**config.mk**
```make
export PLATFORM = sky130hd
export DESIGN_NAME = comet_uart_tx_port
export DESIGN_NICKNAME = d
export VERILOG_FILES = /design/src/rtl/comet_io_pkg.sv /design/src/rtl/comet_sync_fifo.sv /design/src/rtl/comet_uart_tx_port.sv
export SDC_FILE = /design/constraint.sdc
export NUM_CORES = 1
export LEC_CHECK = 0
export ABC_AREA = 1
export CORE_ASPECT_RATIO = 1.25
export CORE_MARGIN = 2
export CORE_UTILIZATION = 54
export DETAILED_ROUTE_END_ITERATION = 7
export MAX_ROUTING_LAYER = met4
export PLACE_DENSITY = 0.8
export SKIP_LAST_GASP = 1
export SYNTH_ARGS = -nofsm -noshare
export SYNTH_HDL_FRONTEND = slang
export SYNTH_SLANG_ARGS = --single-unit
```
**constraint.sdc**
```tcl
create_clock -name mclk -period 2.2 [get_ports mclk]
set_input_delay 0.44 -clock mclk [delete_from_list [all_inputs] [get_ports mclk]]
set_output_delay 0.44 -clock mclk [all_outputs]
set_load 0.05 [all_outputs]
```
**src/rtl/comet_io_pkg.sv**
```systemverilog
// comet_io_pkg: shared I/O address map, status bit indices and UART TX state type (UART_PARITY_EN adds PARITY)
package comet_io_pkg;
  localparam logic [15:0] UART_DATA_ADDR = 16'hFF00;
  localparam logic [15:0] UART_STAT_ADDR = 16'hFF01;
  localparam int STAT_EMPTY = 0;
  localparam int STAT_FULL = 1;
  localparam int STAT_OVF = 2;
  typedef enum logic [2:0] {
    IDLE,
    START,
    DATA,
`ifdef UART_PARITY_EN
    PARITY,
`endif
    STOP
  } uart_tx_state_t;
endpackage

```
**src/rtl/comet_sync_fifo.sv**
```systemverilog
// comet_sync_fifo: show-ahead synchronous FIFO with wrap-bit pointers for full/empty detection
module comet_sync_fifo #(
  parameter int WIDTH = 8,
  parameter int DEPTH = 8
) (
  input  logic             clk,
  input  logic             rst,
  input  logic             push,
  input  logic [WIDTH-1:0] wr_data,
  input  logic             pop,
  output logic [WIDTH-1:0] rd_data,
  output logic             full,
  output logic             empty
);
  localparam int AW = $clog2(DEPTH);
  logic [WIDTH-1:0] mem [DEPTH];
  logic [AW:0] wp, rp;
  assign full = (wp[AW] != rp[AW]) && (wp[AW-1:0] == rp[AW-1:0]);
  assign empty = wp == rp;
  assign rd_data = mem[rp[AW-1:0]];
  always_ff @(posedge clk)
    if (push && !full) mem[wp[AW-1:0]] <= wr_data;
  always_ff @(posedge clk) begin
    if (rst) begin
      wp <= '0;
      rp <= '0;
    end else begin
      if (push && !full) wp <= wp + 1'b1;
      if (pop && !empty) rp <= rp + 1'b1;
    end
  end
endmodule

```
**src/rtl/comet_uart_tx_port.sv**
```systemverilog
// comet_uart_tx_port: memory-mapped buffered 8N1 UART transmitter with status register (UART_PARITY_EN adds even parity)
module comet_uart_tx_port
  import comet_io_pkg::*;
#(
  parameter logic [15:0] BASE_ADDR = UART_DATA_ADDR,
  parameter int CLK_DIV = 69,
  parameter int FIFO_DEPTH = 8
) (
  input  logic        mclk,
  input  logic        rst,
  input  logic        we,
  input  logic [15:0] waddr,
  input  logic [15:0] wdata,
  input  logic        re,
  input  logic [15:0] raddr,
  output logic [15:0] rdata,
  output logic        rsel,
  output logic        tx,
  output logic        busy
);
  localparam logic [15:0] STAT_ADDR = BASE_ADDR + 16'd1;
  localparam int CW = $clog2(CLK_DIV);
  localparam logic [CW-1:0] RELOAD = CW'(CLK_DIV - 1);
  uart_tx_state_t state, state_n;
  logic [CW-1:0] cnt, cnt_n;
  logic [2:0] bit_idx, bit_n;
  logic [7:0] sh, sh_n, head;
  logic [2:0] stat;
  logic data_hit, stat_wr, stat_rd, pop, full, empty, ovf, tick;
  logic unused;
  assign unused = ^wdata[15:8];
  assign data_hit = we && waddr == BASE_ADDR;
  assign stat_wr = we && waddr == STAT_ADDR;
  assign stat_rd = re && raddr == STAT_ADDR;
  assign tick = cnt == '0;
  comet_sync_fifo #(.WIDTH(8), .DEPTH(FIFO_DEPTH)) u_fifo (
    .clk(mclk),
    .rst(rst),
    .push(data_hit),
    .wr_data(wdata[7:0]),
    .pop(pop),
    .rd_data(head),
    .full(full),
    .empty(empty)
  );
  always_comb begin
    state_n = state;
    cnt_n = tick ? RELOAD : cnt - 1'b1;
    bit_n = bit_idx;
    sh_n = sh;
    pop = 1'b0;
    case (state)
      IDLE: begin
        cnt_n = '0;
        if (!empty) begin
          pop = 1'b1;
          sh_n = head;
          cnt_n = RELOAD;
          state_n = START;
        end
      end
      START: if (tick) state_n = DATA;
      DATA: if (tick) begin
        bit_n = bit_idx + 3'd1;
`ifdef UART_PARITY_EN
        if (bit_idx == 3'd7) state_n = PARITY;
`else
        if (bit_idx == 3'd7) state_n = STOP;
`endif
      end
`ifdef UART_PARITY_EN
      PARITY: if (tick) state_n = STOP;
`endif
      STOP: if (tick) begin
        pop = !empty;
        sh_n = empty ? sh : head;
        state_n = empty ? IDLE : START;
      end
      default: state_n = IDLE;
    endcase
  end
  always_comb begin
    stat = '0;
    stat[STAT_EMPTY] = empty && state == IDLE;
    stat[STAT_FULL] = full;
    stat[STAT_OVF] = ovf;
  end
  always_ff @(posedge mclk) begin
    if (rst) begin
      state <= IDLE;
      cnt <= '0;
      bit_idx <= '0;
      sh <= '0;
      ovf <= 1'b0;
      tx <= 1'b1;
      busy <= 1'b0;
      rsel <= 1'b0;
      rdata <= '0;
    end else begin
      state <= state_n;
      cnt <= cnt_n;
      bit_idx <= bit_n;
      sh <= sh_n;
      ovf <= (data_hit && full) ? 1'b1 : (stat_wr && wdata[STAT_OVF]) ? 1'b0 : ovf;
`ifdef UART_PARITY_EN
      tx <= state == START ? 1'b0 : state == DATA ? sh[bit_idx] : state == PARITY ? ^sh : 1'b1;
`else
      tx <= state == START ? 1'b0 : state == DATA ? sh[bit_idx] : 1'b1;
`endif
      busy <= state != IDLE || !empty;
      rsel <= stat_rd;
      rdata <= stat_rd ? {13'b0, stat} : 16'h0000;
    end
  end
endmodule
```
==> summary.txt <==
Die
  • IO Pins: 71
  • Initial core utilization: approximately 56%
  • Row count: 37
  • DIE AREA: just over 9000 um^2
  • Core Box Area: approximately 8300 um^2
  • Die W: 86.7 um
  • Die H: between 100 and 150 um

Routing
  • 1st-pass router iterations: 5
  • Vias/cell: 5.27
  • First-iteration detailed-routing DRC count: 232
  • # DRC: 0
  • Antenna-violating nets left: 0
  • Via Count: between 3000 and 4000
  • Drt total wl: 9110 um
  • WL/cell: 13.8 um

Global routing
  • Largest net degree at the start of global routing: 33
  • GR Overflow Total: 0
  • First-pass GRT wire length: about 15000 um
  • Vias in the first global route: 3330
  • Gr usage total: approximately 22%
  • Initial antenna violation count: 0

Critical path
  • Worst-path cell chain: clkdlybuf4s50_1
  • CP delay by family, top: buffers and inverters
  • Number of buffers and inverters on the critical path: 1
  • R2R depth: 10
  • Critical Path Start Type: flop
  • Critical path required time: between 1.5 and 2 ns
  • CP Capture Type: primary output
  • Data arrival, critical path: 1.49 ns
  • Critical Path Fanout Max: 1
  • CP max stage cell: clkdlybuf4s50_1
  • RR Endpoint: u_fifo.mem[2][5]
  • Worst setup path category: reg2out
  • Flop-to-flop setup slack: between 0.5 and 0.6 ns
  • RR Startpoint: u_fifo.wp[1]
  • Slowest stage delay, CP: 0.81 ns

Placement
  • Post-Place Cells: about 640
  • # port buffers: just under 50
  • Pre-CTS WS: -0.00692 ns
  • GPL Wtd Cong: roughly 0.81
  • HPWL after detailed placement: between 6000 and 7000 um

Timing
  • Fin crit share: between 80 and 90%
  • Clk_skew: roughly 0.012 ns
  • F_max: between 500 and 600 MHz
  • Final worst path period need: between 1.5 and 2 ns
  • Worst Max-Slew Pin Slew: roughly 0.52 ns
  • Slew Viols, Final: 0
  • Final hold vios: 0
  • Worst hold margin: around 0.42 ns
  • Slew HR: between 60% and 70%
  • RSZ-0062 raised after global routing: no
  • Final Setup Violations: 0
  • Setup WS post-layout: ~0.27 ns

Clocking
  • TritonCTS clock tree: done
  • CTS H-tree lvls: 3
  • Clk slew on worst S/H paths: approximately 0.090 ns
  • CTS root buf: clkbuf_8
  • CTS buffer count: 9
  • Hold_buf cts: 0
  • Bufs on Longest Clock Path: 2
  • Post-CTS setup repair buffer count: 0
  • CTS resizes: 0
  • Clock sink total: slightly above 100
  • Clock Latency Late Sink: about 0.37 ns

Cells and area
  • Multi-input gate area: ~1700 um^2
  • Non-Filler Instances: 658
  • Share of layout cells above drive strength 1: 10.3%
  • Area delta synth->final: 17.3%
  • Antenna diode count: 0
  • Fill count: approximately 620
  • Commonest non-fill, non-tap cell in the layout: nand2_1
  • Register Area: 2680 um^2
  • Layout Nets: 617
  • Most frequent cells in the layout: nand2_1, nand3_1, edfxtp_1
  • Util after Layout: roughly two thirds

Logic synthesis
  • Yosys cell types: 34
  • Ys async rst share: 0%
  • Mapped Cells: just under 500
  • Cell Area, Synth: 4620 um^2
  • Most used DFF post-synth: edfxtp_1
  • Seq cells post-synth: 102
  • Register area share after synthesis: approximately 58%
  • Avg Cell Area, Syn: 9.29 um^2
  • Post-synth EDFFs: 64
  • YS warnings: 0

Pwr
  • Pwr dens: a little under 1000 nW/um^2
  • Lkg Pwr: ~2.2 nW
  • Peak VDD IR: approximately 700 uV

Run
  • Max-Cap Viols: 0

Min path
  • Hold Crit Depth: 1
  • Endpoint, Worst Hold: cnt[0]
  • Hold Crit Class: reg2reg
  • Hold Crit Start: cnt[0]

Run status
  • Status: complete, no violations
## layer usage
metal / GRT usage, % / part of all wire, %
met3: 3.83 / 5.8
met5: - / 0
met4: 9.15 / 1.9
met1: 25.1 / 40
met2: 37.5 / 52
## flip-flops by register name, summed over array words and instances, names as in the netlist, named ones only
signal,count
bit_idx,3
busy,1
cnt,7
ovf,1
rdata,3
rsel,1
sh,8
state,2
tx,1
u_fifo.mem,64
u_fifo.rp,4
u_fifo.wp,4
## per-stage QoR
stage / TNS, ns / total power, mW / instance area, um^2
2_1_floorplan: 0 / 3.72 / 4660
3_3_place_gp: 0 / 4.03 / 5220
3_5_place_dp: -0.0326 / 4.10 / 5220
4_1_cts: 0 / 5.23 / 5420
5_1_grt: 0 / 5.57 / 5420
6_report: 0 / 5.21 / 5420
## cell usage after synthesis, types with 2 or more instances
library cell | n | area [um^2]
nor2_4 | 3 | 33.8
dfxtp_1 | 38 | 761
o21ai_0 | 4 | 20.0
buf_4 | 14 | 105
inv_1 | 27 | 101
nand2_1 | 140 | 526
nor2_1 | 48 | 180
edfxtp_1 | 64 | 1920
clkbuf_1 | 4 | 15.0
or2_2 | 2 | 12.5
inv_2 | 7 | 26.3
xor2_1 | 3 | 26.3
nand2_2 | 7 | 43.8
ha_1 | 9 | 113
nand2_4 | 5 | 56.3
a21oi_1 | 23 | 115
nor3_1 | 2 | 10.0
buf_2 | 9 | 45.0
nand4_1 | 5 | 31.3
nand3_1 | 69 | 345
## area by class of cell
cell class              count  share of cell area [%]
inverters                  35                    2.43
flip-flops and latches    102                    49.5
clock inverters             7                    1.29
clock buffers               9                    2.29
multi-input cells         344                    30.9
repair buffers             64                    11.4
well taps                  97                    2.24
## where the power goes
part           internal [mW]  switching (mW)  leakage (nW)
logic                  0.598            1.15          1.20
registers               2.17           0.136         0.883
clock network          0.531           0.628        0.0987
total                   3.30            1.92          2.18
## worst max path at each step
stage                   from  cells past startpoint          endpoint
finish              rdata[2]                      1          rdata[2]
CTS                 rdata[2]                      1          rdata[2]
global placement    waddr[0]                      9  u_fifo.mem[2][6]
floorplan           waddr[4]                      9  u_fifo.mem[0][0]
global route        waddr[5]                     11  u_fifo.mem[2][2]
detailed placement  waddr[0]                      9  u_fifo.mem[2][5]
## cell families (layout without fill, tap and decap cells)
kind of cell | count (synthesis) | in the layout | synth area share (%)
and+or+nand+nor | 288 | 288 | 28.6
adders and majority gates | 9 | 9 | 2.44
xor gates and xnor gates | 4 | 4 | 0.759
other | 1 | 13 | 0.0812
AOI/OAI and AO/OA | 30 | 30 | 3.39
buffers and inverters | 63 | 115 | 6.67
DFF | 102 | 102 | 58.1
## worst reg2reg max path: stages, from the launching register on
cell and delay, ns:
dfxtp_1 0.37, inv_2 0.09, nand2_1 0.05, nand2_1 0.15, nor2_8 0.07, nand2_4 0.09, nand2_4 0.06, inv_2 0.07
nand2_1 0.09, nor2_1 0.15, buf_4 0.19
Power figures use the tool's default switching activity.
